--- src/rtl/rf_debug_reader.sv ---
// rf_debug_reader: walks a contiguous, wrapping range of register-file
// addresses through the spare asynchronous read port. Each register is streamed
// out as one {addr, data, last} beat on a valid/ready interface.
//
// Handshake: a beat transfers on any rising clk edge where out_valid and
// out_ready are both high. While out_valid is high and out_ready is low,
// out_addr, out_data and out_last hold stable. out_valid never drops without a
// transfer, except on abort or reset.
module rf_debug_reader #(
  parameter int ADDR_WIDTH = 5,
  parameter int DATA_WIDTH = 32
) (
  input  logic                  clk,
  input  logic                  rstn,
  input  logic                  start,
  input  logic                  abort,
  input  logic [ADDR_WIDTH-1:0] first_addr,
  input  logic [ADDR_WIDTH-1:0] last_addr,
  output logic [ADDR_WIDTH-1:0] rf_ra,
  input  logic [DATA_WIDTH-1:0] rf_rd,
  output logic                  out_valid,
  input  logic                  out_ready,
  output logic [ADDR_WIDTH-1:0] out_addr,
  output logic [DATA_WIDTH-1:0] out_data,
  output logic                  out_last,
  output logic                  busy,
  output logic                  done,
  output logic [1:0]            dbg_state
);

  typedef enum logic [1:0] {
    S_IDLE = 2'd0,
    S_READ = 2'd1,
    S_SEND = 2'd2,
    S_DONE = 2'd3
  } state_t;

  state_t                  state_q, state_d;
  logic [ADDR_WIDTH-1:0]   cur_q, cur_d;
  logic [ADDR_WIDTH-1:0]   end_q, end_d;
  logic [ADDR_WIDTH-1:0]   rf_ra_q, rf_ra_d;
  logic [ADDR_WIDTH-1:0]   out_addr_q, out_addr_d;
  logic [DATA_WIDTH-1:0]   out_data_q, out_data_d;
  logic                    out_last_q, out_last_d;
  logic                    out_valid_q, out_valid_d;
  logic                    busy_q, busy_d;
  logic                    done_q, done_d;
  logic [ADDR_WIDTH-1:0]   cur_inc;

  // The increment wraps naturally at 2**ADDR_WIDTH, which gives the wrapping scan.
  assign cur_inc = cur_q + ADDR_WIDTH'(1);

  // Next-state and next-output logic. All outputs are taken from flops so that
  // rf_ra in particular never glitches toward the register file.
  always_comb begin
    state_d     = state_q;
    cur_d       = cur_q;
    end_d       = end_q;
    rf_ra_d     = rf_ra_q;
    out_addr_d  = out_addr_q;
    out_data_d  = out_data_q;
    out_last_d  = out_last_q;
    out_valid_d = out_valid_q;
    busy_d      = busy_q;
    done_d      = 1'b0;
    unique case (state_q)
      S_IDLE: begin
        if (start && !abort) begin
          cur_d   = first_addr;
          end_d   = last_addr;
          rf_ra_d = first_addr;
          busy_d  = 1'b1;
          state_d = S_READ;
        end
      end
      S_READ: begin
        if (abort) begin
          busy_d  = 1'b0;
          state_d = S_IDLE;
        end else begin
          // rf_ra has been stable for a full cycle, so rf_rd is the value
          // held before this edge (a write on this same edge is not seen).
          out_data_d  = rf_rd;
          out_addr_d  = cur_q;
          out_last_d  = (cur_q == end_q);
          out_valid_d = 1'b1;
          state_d     = S_SEND;
        end
      end
      S_SEND: begin
        if (abort) begin
          // Abort wins over a handshake in the same cycle: the beat is dropped.
          out_valid_d = 1'b0;
          busy_d      = 1'b0;
          state_d     = S_IDLE;
        end else if (out_ready) begin
          out_valid_d = 1'b0;
          if (out_last_q) begin
            done_d  = 1'b1;
            state_d = S_DONE;
          end else begin
            cur_d   = cur_inc;
            rf_ra_d = cur_inc;
            state_d = S_READ;
          end
        end
      end
      S_DONE: begin
        busy_d  = 1'b0;
        state_d = S_IDLE;
      end
      default: begin
        out_valid_d = 1'b0;
        busy_d      = 1'b0;
        state_d     = S_IDLE;
      end
    endcase
  end

  // State register with asynchronous active-low reset.
  always_ff @(posedge clk or negedge rstn) begin
    if (!rstn) begin
      state_q     <= S_IDLE;
      cur_q       <= '0;
      end_q       <= '0;
      rf_ra_q     <= '0;
      out_addr_q  <= '0;
      out_data_q  <= '0;
      out_last_q  <= 1'b0;
      out_valid_q <= 1'b0;
      busy_q      <= 1'b0;
      done_q      <= 1'b0;
    end else begin
      state_q     <= state_d;
      cur_q       <= cur_d;
      end_q       <= end_d;
      rf_ra_q     <= rf_ra_d;
      out_addr_q  <= out_addr_d;
      out_data_q  <= out_data_d;
      out_last_q  <= out_last_d;
      out_valid_q <= out_valid_d;
      busy_q      <= busy_d;
      done_q      <= done_d;
    end
  end

  assign rf_ra     = rf_ra_q;
  assign out_valid = out_valid_q;
  assign out_addr  = out_addr_q;
  assign out_data  = out_data_q;
  assign out_last  = out_last_q;
  assign busy      = busy_q;
  assign done      = done_q;
  assign dbg_state = state_q;

endmodule

--- config.mk ---
export PLATFORM = sky130hd
export DESIGN_NAME = rf_debug_reader
export DESIGN_NICKNAME = d
export VERILOG_FILES = /design/src/rtl/rf_debug_reader.sv
export SDC_FILE = /design/constraint.sdc
export NUM_CORES = 1
export LEC_CHECK = 0
export CAP_MARGIN = 20
export CORE_ASPECT_RATIO = 1.4
export CORE_UTILIZATION = 39
export DETAILED_ROUTE_END_ITERATION = 7
export PLACE_DENSITY_LB_ADDON = 0.08
export SLEW_MARGIN = 10
export SYNTH_ARGS = -nofsm -noshare
export SYNTH_HDL_FRONTEND = slang
export SYNTH_SLANG_ARGS = --single-unit
--- constraint.sdc ---
create_clock -name clk -period 1.57 [get_ports clk]
set_input_delay 0.314 -clock clk [delete_from_list [all_inputs] [get_ports clk]]
set_output_delay 0.314 -clock clk [all_outputs]
set_load 0.02 [all_outputs]
* Word level (Yosys, flattened, before mapping) *
Index checks and enable logic that the tools add are counted.

storage, ports and cells
  bits in writable memories = 0
  input port bits = 47
  memories kept = 0
  latch bits = 0
  memory bits (read-only) = 0
  register bits = 53
  output and inout bits = 48

cells by class
  equal/unequal tests = 11
  multiplexer cells = 22
  bitwise gates (word level) = 1
  order comparisons = 0
  div/mod/pow operators = 0
  $add $sub $neg = 1
  reductions and logical operators = 12
  multipliers = 0
  shifts and indexed selects = 0

operators with widths
  kind                   count
  $mux W5                4
  $mux W2                5
  $ne A2 B2 Y1 const B   5
  $pmux W5 S2            1
  $mux W1                9
  $pmux W2 S4            1
  $reduce_and A2 Y1      4
  $add A5 B1 Y5 const B  1
  $eq A5 B5 Y1           1
  $reduce_and A5 Y1      1
  $eq A2 B2 Y1 const B   2
  $reduce_bool A2 Y1     2
  $ne A3 B3 Y1 const B   1
  $pmux W1 S3            1
  $reduce_and A3 Y1      1
  $eq A2 B1 Y1 const B   1
  $logic_not A2 Y1       1
  $ne A2 B1 Y1 const B   1
  $pmux W1 S2            1
  $reduce_or A2 Y1       1
  $logic_and A1 B1 Y1    1
  $logic_not A1 Y1       1
  $not A1 Y1             1

* Longest topological paths before layout *
Gate-level depths: netlist of the first run.

  depth in word-level cells = 5
  mapped depth = 7
  mapped depth without buffers = 6

* Least setup slack after synthesis of the first run *
Ideal clock, no wire load.

  kind = register to register
  start point = register state_q[0] (netlist: dbg_state[0])
  end point = register rf_ra_q[4] (netlist: rf_ra[4])
  library setup time = 0.118 ns
  data arrival time = 1.721 ns
  setup slack = -0.269 ns
  cell stages (with the launch flop) = 7
  buffers on the path = 0
  cells stage by stage = dfrtp_1 inv_1 ha_1 or3b_1 nor2_4 or2_4 o2bb2a_4

between the ends
  word-level cells in the longest chain between the ends = 3

RTL lines
  element                                                                     line  RTL
  from (decl)                                                                 38    state_t state_q, state_d;
  from (signal assigned)                                                      134   state_q <= state_d;
  $eq A2 B2 Y1 / $logic_not A2 Y1 (equally long branches)                     66    unique case (state_q)
  $ne A2 B2 Y1 (no source line) / $reduce_bool A2 Y1 (equally long branches)  --
  $reduce_and A5 Y1 (no source line)                                          --
  to (signal assigned)                                                        137   rf_ra_q <= rf_ra_d;
  to (decl)                                                                   41    logic [ADDR_WIDTH-1:0] rf_ra_q, rf_ra_d;

Several ways; a longest one is shown, not always the timed one.
A chain may end at the register's enable or synchronous reset.

* Final worst setup path of the first run *
  start point = register state_q[1] (netlist: dbg_state[1])
  end point = register rf_ra_q[4] (netlist: rf_ra[4])

The elaborated chain is that of the path after synthesis.

==> results.cfg, run 1 <==
[run_status]
status = finished with violations
violations = negative setup slack

[timing]
relSlewSlack = 0.7565
max_slew.worst_pin.slew_ns = 0.3640
fin_worst_skew_ns = 0.005188
drv_slew = 0
rsz0062_at_grt = true
timing_hold_violations_final = 0
fin_crit_ns = 1.651
setup-tns-final_ns = -1.531
setup_viol = 27
max_freq_mhz = 605.8
finalCritPeriodShare = 1.051
setup_ws_ns = -0.08062

[place]
io_buffers = 94
dp_hpwl_um = 3875
gp_congestion = 0.7670
place_ws_ns = -0.2124
placed_area_um2 = 3586

[global_routing]
grtUsageTotal = 0.1787
grt_max_degree = 54
grt_pass1_wl_um = 8569
antenna_found_initial = 0
overflow = 0
grt_pass1_vias = 1842

[power]
p_leak_nw = 1.684
intPower_w = 0.004604
p_switching_w = 0.002896
power_frac_seq = 0.320
power_w = 0.007499
power.share.clock = 0.099
pwr-share-comb = 0.581
ir_worst_vdd_v = 0.001038
swShare = 0.3861
p_per_area_nw_per_um2 = 1969

[worst_setup_path]
cp.arrival_ns = 1.85
worst-path-buf-inv = 2
path_cells = inv_2 -> ha_4 -> mux2i_4 -> a211oi_4 -> buf_4 -> a2bb2oi_2 -> o2bb2a_4
path_max_fanout = 4
start_kind = flop
path_class = reg -> reg
critPathTopFamily = flip-flops
cp_data_required_time_ns = 1.77
crit_path_end_kind = flop
max_stage_delay_ns = 0.45
critical_path.slowest_cell = dfrtp_2

[floorplan]
core_um2 = 5863
die_w_um = 68
dieArea_um2 = 6420
die_h_um = 94.41
initial_core_util = 0.4057
io_pins = 95
rows = 33

[routing]
wl_per_cell_um = 14.62
routed-via-count = 1855
remaining_drc_errors = 0
postRouteAntennaNets = 0
vias_per_cell = 4.987
drt_pass1_iterations = 4
first_iter_violations = 81
totalWireLength_um = 5437

[clocking]
cts_tree = built
cts_max_level = 2
clk_latency_ns = 0.30
root_buffer = clkbuf_8
cts_max_path_buffers = 2
clock_sinks = 53
numCtsBuffers = 5
path_clk_slew_ns = 0.09

[layout]
final_common_cell = dfrtp_1
areaGrowthSynthToFinish_pct = 60.13
design_area_um2 = 3809
drive_above_1_share = 0.3311
mostFrequentLayoutCells = 51 x dfrtp_1, 45 x clkdlybuf4s50_1, 44 x dlygate4sd2_1, 28 x mux2_2, 21 x buf_4
layout.nets = 354
insertedDiodeCount = 0

[synth]
yosysWarningCount = 0
ys_async_sr_fraction = 1.000
synth_seq_cells = 53
netlist_area_um2 = 2379
synth.avg_cell_area_um2 = 13.14
syn_nets = 234
netlist_instances = 181
ys.flop_type = dfrtp_1
synth_edf_count = 0
ys_seq_area_frac = 0.5576
ys_types = 36

[hold_path]
hp-class = reg -> reg

[flow_run]
drv_cap = 0
## repair_timing
item                       in CTS  in global routing
setup buffers                   6                  1
hold endpoints to repair        0                  3
pin swaps                       2                  1
resized for setup              56                 22
hold buffers                    0                  1
setup endpoints to repair      92                 51
## per-stage QoR
stage,hold WS (ns),std cells,util
after global placement,0.3325,356,0.6116
after floorplan,0.01841,181,-
after detailed placement,0.3329,356,0.6116
after CTS,0.0005125,370,0.6327
final,0.4895,372,0.6496
after global routing,0.5240,372,0.6496
## power groups by stage
stage                     registers (W)  clock network [W]  logic, W
after detailed placement        0.00246                  0   0.00434
after floorplan                 0.00322                  0   0.00167
after global routing            0.00251           0.000828   0.00470
after CTS                       0.00240           0.000774   0.00418
final                           0.00240           0.000740   0.00436
after global placement          0.00243                  0   0.00430
## routing by layer
metal	wire [um]	up-vias	GRT usage	part of all wire
met5	0	-	0	0
met4	111	0	0.06771	0.020
met3	385	11	0.04710	0.071
met2	2734	63	0.2990	0.50
met1	2205	893	0.2142	0.41
li1	-	888	-	-
## Yosys cell counts, types with 2 or more instances
library cell  instances  area share
mux2i_1               3       0.013
o21ai_0               4      0.0084
dfrtp_1              53        0.56
buf_2                 5       0.011
clkbuf_1              4      0.0063
o22ai_1               5       0.013
mux2_2               40        0.19
nand2_1               9       0.014
a211oi_2              2       0.011
a21oi_1               3      0.0063
o211ai_1              2      0.0063
nand2b_1              3      0.0079
xnor2_1               5       0.018
nor3_1                3      0.0063
nand3_1               6       0.013
mux2_1                2      0.0095
ha_1                  6       0.032
inv_1                 7       0.011
nor2_1                2      0.0032
## worst paths after layout
| path | from | endpoint | slack [ns] | cells past startpoint |
|---|---|---|---|---|
| worst min-delay path | out_valid$_DFFE_PN0P_ | out_valid$_DFFE_PN0P_ | 0.49 | 2 |
| worst max-delay path | dbg_state[1]$_DFFE_PN0P_ | rf_ra[4]$_DFFE_PN0P_ | -0.08 | 7 |
| min in group asynchronous | rstn | out_data[26]$_DFFE_PN0P_ | 0.53 | 3 |
| max in group asynchronous | rstn | dbg_state[1]$_DFFE_PN0P_ | 0.78 | 3 |
| worst min register to register | out_valid$_DFFE_PN0P_ | out_valid$_DFFE_PN0P_ | 0.49 | 2 |
| worst max register to register | dbg_state[1]$_DFFE_PN0P_ | rf_ra[4]$_DFFE_PN0P_ | -0.08 | 7 |
## tightest hold or removal path, delay by kind of cell, from the launching register on
family,cells,cell delay [ns]
DFF,1,0.36
and+or+nand+nor,2,0.10
## flip-flops by register name (all words and copies together) (netlist names)
signal     count
end_q          5
out_data      32
busy           1
out_last       1
out_addr       5
dbg_state      2
rf_ra          5
out_valid      1
done           1
## kinds of logic after synthesis
family                   Yosys count  synth area share
adder cells (fa/ha/maj)            6           0.03156
AND/OR/NAND/NOR                   30           0.06839
flip-flops                        53            0.5576
XOR/XNOR                           5           0.01841
multiplexers                      45            0.2115
AO/OA/AOI/OAI                     25           0.08311
buffers and inverters             17           0.02946
## area by class of cell
type	instances	area (um2)
clock buffers	6	72.57
multi-input cells	111	1116
repair buffers	123	1165
well taps	70	87.58
clock inverters	2	10.01
fillers	490	2054
inverters	7	28.78
flip-flops and latches	53	1329
Power figures use the tool's default switching activity.
==> run 2: changes to the inputs <==
--- a/config.mk
+++ b/config.mk
@@ -6,10 +6,13 @@
 export NUM_CORES = 1
 export LEC_CHECK = 0
 export CAP_MARGIN = 20
+export CELL_PAD_IN_SITES_DETAIL_PLACEMENT = 1
+export CELL_PAD_IN_SITES_GLOBAL_PLACEMENT = 2
 export CORE_ASPECT_RATIO = 1.4
-export CORE_UTILIZATION = 39
+export CORE_UTILIZATION = 24
 export DETAILED_ROUTE_END_ITERATION = 7
 export PLACE_DENSITY_LB_ADDON = 0.08
+export SETUP_SLACK_MARGIN = 0.15
 export SLEW_MARGIN = 10
 export SYNTH_ARGS = -nofsm -noshare
 export SYNTH_HDL_FRONTEND = slang
==> constraint.sdc (replaced) <==
create_clock -name clk -period 1.3 [get_ports clk]
set_input_delay 0.26 -clock clk [delete_from_list [all_inputs] [get_ports clk]]
set_output_delay 0.26 -clock clk [all_outputs]
set_load 0.02 [all_outputs]
==> run 2 against run 1 <==
Against the previous run:
- the run still ends with negative setup slack left
- sequential power up 23%
- clock power rose by 110%
- count of clock-buffer cells in the layout increased by 1
- utilization fell by 20 points
- setup slack worse by 0.32 ns
- hold slack worse by 0.0017 ns
- power increased by 48%
- routed wire length up 40%
- final cell count rose by 26%
- critical endpoint is now rf_ra[3]$_DFFE_PN0P_
- largest cell class is now non-clock buffers
- largest power group unchanged
==> results.cfg, run 2 (synthesized netlist as in run 1, its figures left out) <==
[worst_setup_path]
r2r-start = dbg_state[0]$_DFFE_PN0P_
critPathLaunch = dbg_state[0]$_DFFE_PN0P_
path_max_fanout = 5
cp_data_required_time_ns = 1.51
path_common_cell = a211oi_2
path_cells = inv_4 -> ha_4 -> mux2i_4 -> a211oi_2 -> buf_4 -> or2_4 -> a211oi_2
crit_path_end_kind = flop
start_kind = flop
critPathTopFamily = flip-flops
cp.arrival_ns = 1.91
worst-path-buf-inv = 2
max_stage_delay_ns = 0.43
path_class = reg -> reg
critical_path.slowest_cell = dfrtp_2

[layout]
mostFrequentLayoutCells = 50 x dfrtp_1, 45 x clkdlybuf4s50_1, 43 x buf_2, 41 x buf_4, 25 x mux2_4
seqCellArea_um2 = 1330
layout.nets = 388
drive_above_1_share = 0.5833
largest_reg_flops = 32
utilization = 0.4517
final_cells = 468
final_common_cell = dfrtp_1
multiInputGateArea_um2 = 1242
insertedDiodeCount = 0
areaGrowthSynthToFinish_pct = 81.64
n_fill_cell = 1039

[timing]
setup_ws_ns = -0.3971
timing_hold_violations_final = 0
max_slew.worst_pin.slew_ns = 0.3369
rsz0062_at_grt = true
relSlewSlack = 0.7739
fin_worst_skew_ns = 0.003033
fin_crit_ns = 1.697
max_freq_mhz = 589.2
finalCritPeriodShare = 1.305
drv_slew = 0
setup_viol = 54

[floorplan]
io_pins = 95
dieArea_um2 = 10320
rows = 42
initial_core_util = 0.2487
die_w_um = 86.14
core_um2 = 9564
die_h_um = 119.8

[global_routing]
grt_pass1_wl_um = 11610
grt_pass1_vias = 2245
grt_max_degree = 54
grtUsageTotal = 0.1472
antenna_found_initial = 0
overflow = 0

[routing]
drt_pass1_iterations = 4
postRouteAntennaNets = 0
routed-via-count = 2030
totalWireLength_um = 7585
wl_per_cell_um = 16.21
remaining_drc_errors = 0
vias_per_cell = 4.338
first_iter_violations = 42

[power]
ir_worst_vdd_v = 0.0009024
intPower_w = 0.006998
power_w = 0.01111
power.share.clock = 0.143
p_leak_nw = 1.903
p_per_area_nw_per_um2 = 2571
power_frac_seq = 0.265
pwr-share-comb = 0.592
swShare = 0.3699
p_switching_w = 0.004107

[clocking]
clock_sinks = 53
cts_max_path_buffers = 2
cts_max_level = 2
root_buffer = clkbuf_16
numCtsBuffers = 5
path_clk_slew_ns = 0.07
clk_latency_ns = 0.29
cts_tree = built

[place]
dp_hpwl_um = 4792
place_ws_ns = -0.4728
io_buffers = 94
gp_congestion = 0.7179
dp_cells = 429

[hold_path]
hp-class = in -> async

[flow_run]
drv_cap = 0

[run_status]
status = finished with violations
violations = negative setup slack
## run 2: cell types whose count changed in the layout (fill, tap and decap cells not counted), moves of 3 or more
cell | previous run | this run
buf_2 | 1 | 43
mux2_4 | 14 | 25
clkbuf_16 | 0 | 7
mux2_2 | 28 | 17
clkbuf_8 | 5 | 1
buf_4 | 21 | 41
nor3_1 | 3 | 0
dlygate4sd2_1 | 44 | 0
dlymetal6s2s_1 | 3 | 0
buf_6 | 3 | 18
## run 2: path summary, 6_finish.rpt
path                                                 end  slack, ns  depth (start not counted)
worst max register to register      rf_ra[3]$_DFFE_PN0P_      -0.40                          7
worst min-delay path            out_data[26]$_DFFE_PN0P_       0.49                          3
worst min register to register  out_data[18]$_DFFE_PN0P_       0.51                          1
min in group clk                out_data[18]$_DFFE_PN0P_       0.51                          1
max in group asynchronous       dbg_state[1]$_DFFE_PN0P_       0.52                          3
worst max-delay path                rf_ra[3]$_DFFE_PN0P_      -0.40                          7
## run 2: metrics by stage
step	setup TNS, ns	hold WS (ns)	instance area [um2]
after detailed placement	-21.86	0.2879	3759
after floorplan	-12.82	-0.03559	2451
after global routing	-19.00	0.5213	4320
after CTS	-15.36	0.5097	4165
final	-16.42	0.4878	4320
after global placement	-21.06	0.2919	3759
## run 2: repair_timing
| action | in CTS | in global routing |
|---|---|---|
| pin swaps | 8 | 3 |
| gates cloned | 2 | 2 |
| buffers inserted | 17 | 9 |
| hold buffers | 1 | 0 |
| resized for setup | 263 | 10 |
| setup endpoints to repair | 101 | 59 |
| hold endpoints to repair | 53 | 0 |
## run 2: area by class of cell
class,instances,area share
Timing Repair Buffer,157,0.3197
Sequential cell,53,0.3078
Multi-Input combinational cell,111,0.2876
Tap cell,132,0.03823
Clock buffer,7,0.03301
Clock inverter,1,0.006950
Inverter,7,0.006661
## run 2: per-layer routing
metal | vias to the layer above | track usage | part of all wire
li1 | 948 | - | -
met3 | 5 | 0.03164 | 0.043
met5 | - | 0 | 0
met1 | 1017 | 0.1737 | 0.43
met4 | 0 | 0.05000 | 0.013
met2 | 60 | 0.2604 | 0.52
## run 2: power by group through the flow
stage          logic [W]  clock network (W)  registers (W)
6_report         0.00658            0.00159        0.00294
5_1_grt          0.00700            0.00169        0.00305
4_1_cts          0.00624            0.00164        0.00294
3_5_place_dp     0.00564                  0        0.00298
3_3_place_gp     0.00561                  0        0.00295
2_1_floorplan    0.00207                  0        0.00389
## run 2: tightest hold or removal path, stage by stage
cell           delay, ns
dlygate4sd3_1       0.52
buf_2               0.12
buf_12              0.27
==> run 3: changes to the inputs <==
--- a/config.mk
+++ b/config.mk
@@ -5,6 +5,7 @@
 export SDC_FILE = /design/constraint.sdc
 export NUM_CORES = 1
 export LEC_CHECK = 0
+export ABC_AREA = 1
 export CAP_MARGIN = 20
 export CELL_PAD_IN_SITES_DETAIL_PLACEMENT = 1
 export CELL_PAD_IN_SITES_GLOBAL_PLACEMENT = 2
==> constraint.sdc (replaced) <==
create_clock -name clk -period 1.9 [get_ports clk]
set_input_delay 0.38 -clock clk [delete_from_list [all_inputs] [get_ports clk]]
set_output_delay 0.38 -clock clk [all_outputs]
set_load 0.02 [all_outputs]
==> run 3 against run 2 <==
Against the previous run:
- the run now ends clean
- final cell count rose by 9.6%
- non-clock buffer count shrank 57
- design area fell by 15%
- register-to-register slack better by 0.72 ns
- setup slack improved by 0.63 ns
- count of clock-buffer cells in the layout unchanged
- die area down 0.77%
- sequential share of layout area rose by 5.5 points
- routed wire length is 9.5% lower
- sequential power down 32%
- highest routed layer unchanged
==> results.cfg, run 3 <==
[routing]
first_iter_violations = 63
remaining_drc_errors = 0
routed-via-count = 2147
drt_pass1_iterations = 4
wl_per_cell_um = 13.38
vias_per_cell = 4.185
totalWireLength_um = 6866
postRouteAntennaNets = 0

[timing]
finalCritPeriodShare = 0.8788
drv_slew = 0
timing_hold_violations_final = 0
fin_crit_ns = 1.670
setup_viol = 0
max_freq_mhz = 598.9
relSlewSlack = 0.7958
setup-tns-final_ns = 0
max_slew.worst_pin.slew_ns = 0.3062
rsz0062_at_grt = false
fin_worst_skew_ns = 0.004892
holdWs_ns = 0.07814

[synth]
yosysWarningCount = 0
synthXorXnorAreaFrac = 0
synth.area.mux_share = 0.004772
syn_nets = 335
ys.flop_type = dfrtp_1
netlist_top_cells_area = dfrtp_1 56%, nand2_1 22%, ha_1 3.2%
synth_top_family_by_area = simple AND/OR/NAND/NOR gates
yosys.area.top_type = dfrtp_1
ys_async_sr_fraction = 1.000
synth_edf_count = 0
ys_seq_area_frac = 0.5620
synth_most_common_cell = nand2_1
netlist_area_um2 = 2360
synth_top_area_share = 0.5620
synth.avg_cell_area_um2 = 8.368
synth_simple_gate_area_frac = 0.3038
netlist_instances = 282
synth_compound_area_frac = 0.04560
synth_commonest_cells = 138 x nand2_1, 53 x dfrtp_1, 18 x inv_1
synth_seq_cells = 53
synth-adder-area-share = 0.03181
ys_types = 22

[worst_setup_path]
cp_num_cells = 1
critical_path.slowest_cell = clkdlybuf4s50_1
max_stage_delay_ns = 0.62
crit_path_end_kind = output port
worst-path-buf-inv = 1
path_class = reg -> out
cp_data_required_time_ns = 1.52
path_max_fanout = 3
r2r_cells = 7
critPathTopFamily = buffers and inverters
path_cells = clkdlybuf4s50_1
cp.arrival_ns = 1.29
start_kind = flop

[place]
io_buffers = 94
dp_hpwl_um = 4903
gp_congestion = 0.7386

[clocking]
clock_sinks = 53
clk_latency_ns = 0.29
cts_tree = built
cts_max_path_buffers = 2
cts_max_level = 2
path_clk_slew_ns = 0.07
numCtsBuffers = 5
root_buffer = clkbuf_16
ctsHoldBuffers = 0

[global_routing]
antenna_found_initial = 0
overflow = 0
grtUsageTotal = 0.1457
grt_pass1_wl_um = 11470
grt_pass1_vias = 2308
grt_max_degree = 54

[power]
p_switching_w = 0.002414
ir_worst_vdd_v = 0.0004601
swShare = 0.4082
intPower_w = 0.003499
p_per_area_nw_per_um2 = 1616
pwr-share-comb = 0.496
p_leak_nw = 1.805
power.share.clock = 0.167
power_frac_seq = 0.337

[layout]
drive_above_1_share = 0.07349
n_fill_cell = 1130
areaGrowthSynthToFinish_pct = 55.04
largest_reg_flops = 32
final_common_cell = nand2_1
layout.nets = 433
utilization = 0.3846
insertedDiodeCount = 0
seqCellArea_um2 = 1326
mostFrequentLayoutCells = 138 x nand2_1, 86 x clkdlybuf4s50_1, 53 x dfrtp_1, 18 x inv_1, 12 x nand3_1
multiInputGateArea_um2 = 913.4

[floorplan]
initial_core_util = 0.2481
dieArea_um2 = 10240
core_um2 = 9512
die_w_um = 85.81
die_h_um = 119.3
rows = 42
io_pins = 95

[hold_path]
hp-class = in -> async

[flow_run]
drv_cap = 0

[run_status]
status = complete, no violations
[run 3: power groups by stage]
stage / sequential (W) / clock, W / combinational [W]
CTS: 0.00200 / 0.00103 / 0.00300
global placement: 0.00200 / 0 / 0.00299
detailed placement: 0.00202 / 0 / 0.00302
floorplan: 0.00253 / 0 / 0.00104
finish: 0.00199 / 0.000989 / 0.00293
global route: 0.00207 / 0.00107 / 0.00324
[run 3: logic make-up (layout without fill, tap and decap cells)]
group / Yosys count / in the layout
simple gates: 172 / 172
fa+ha+maj: 6 / 6
mux: 1 / 1
flops: 53 / 53
buf+inv: 29 / 128
compound gates: 21 / 21
[run 3: layer usage]
metal,part of all wire,up-vias,global-route usage
li1,-,1060,-
met1,0.45,1020,0.1831
met2,0.49,60,0.2460
met3,0.040,7,0.02633
met4,0.017,0,0.05625
met5,0,-,0
[run 3: worst paths after layout]
kind,startpoint,endpoint,slack (ns)
max in group asynchronous,rstn,out_addr[3]$_DFFE_PN0P_,1.57
setup reg to reg,dbg_state[0]$_DFFE_PN0P_,rf_ra[0]$_DFFE_PN0P_,0.32
setup / recovery,dbg_state[0]$_DFFE_PN0P_,dbg_state[0],0.23
hold / removal,rstn,out_data[31]$_DFFE_PN0P_,0.08
hold reg to reg,out_data[14]$_DFFE_PN0P_,out_data[14]$_DFFE_PN0P_,0.47
min in group clk,out_data[14]$_DFFE_PN0P_,out_data[14]$_DFFE_PN0P_,0.47
[run 3: stage by stage]
stage | std cells | power, W | worst slack, ns | area, um2
after floorplan | 282 | 0.003567 | 0.4226 | 2360
after global routing | 513 | 0.006376 | 0.1615 | 3659
after detailed placement | 505 | 0.005042 | 0.1715 | 3496
after CTS | 513 | 0.006029 | 0.1554 | 3649
final | 513 | 0.005913 | 0.2302 | 3659
after global placement | 505 | 0.004992 | 0.2219 | 3496
[run 3: what timing repair did]
item / in CTS / in global routing
pin swaps: 0 / 0
endpoints found under the hold margin: 0 / 0
endpoints found under the setup margin: 4 / 9
gates resized for setup: 4 / 4
setup buffers: 0 / 0
[run 3: area by class of cell]
| class | count | share of cell area |
|---|---|---|
| Clock buffer | 7 | 0.04172 |
| Clock inverter | 1 | 0.001368 |
| Inverter | 20 | 0.02052 |
| Multi-Input combinational cell | 200 | 0.2497 |
| Sequential cell | 53 | 0.3625 |
| Tap cell | 132 | 0.04514 |
| Timing Repair Buffer | 100 | 0.2791 |
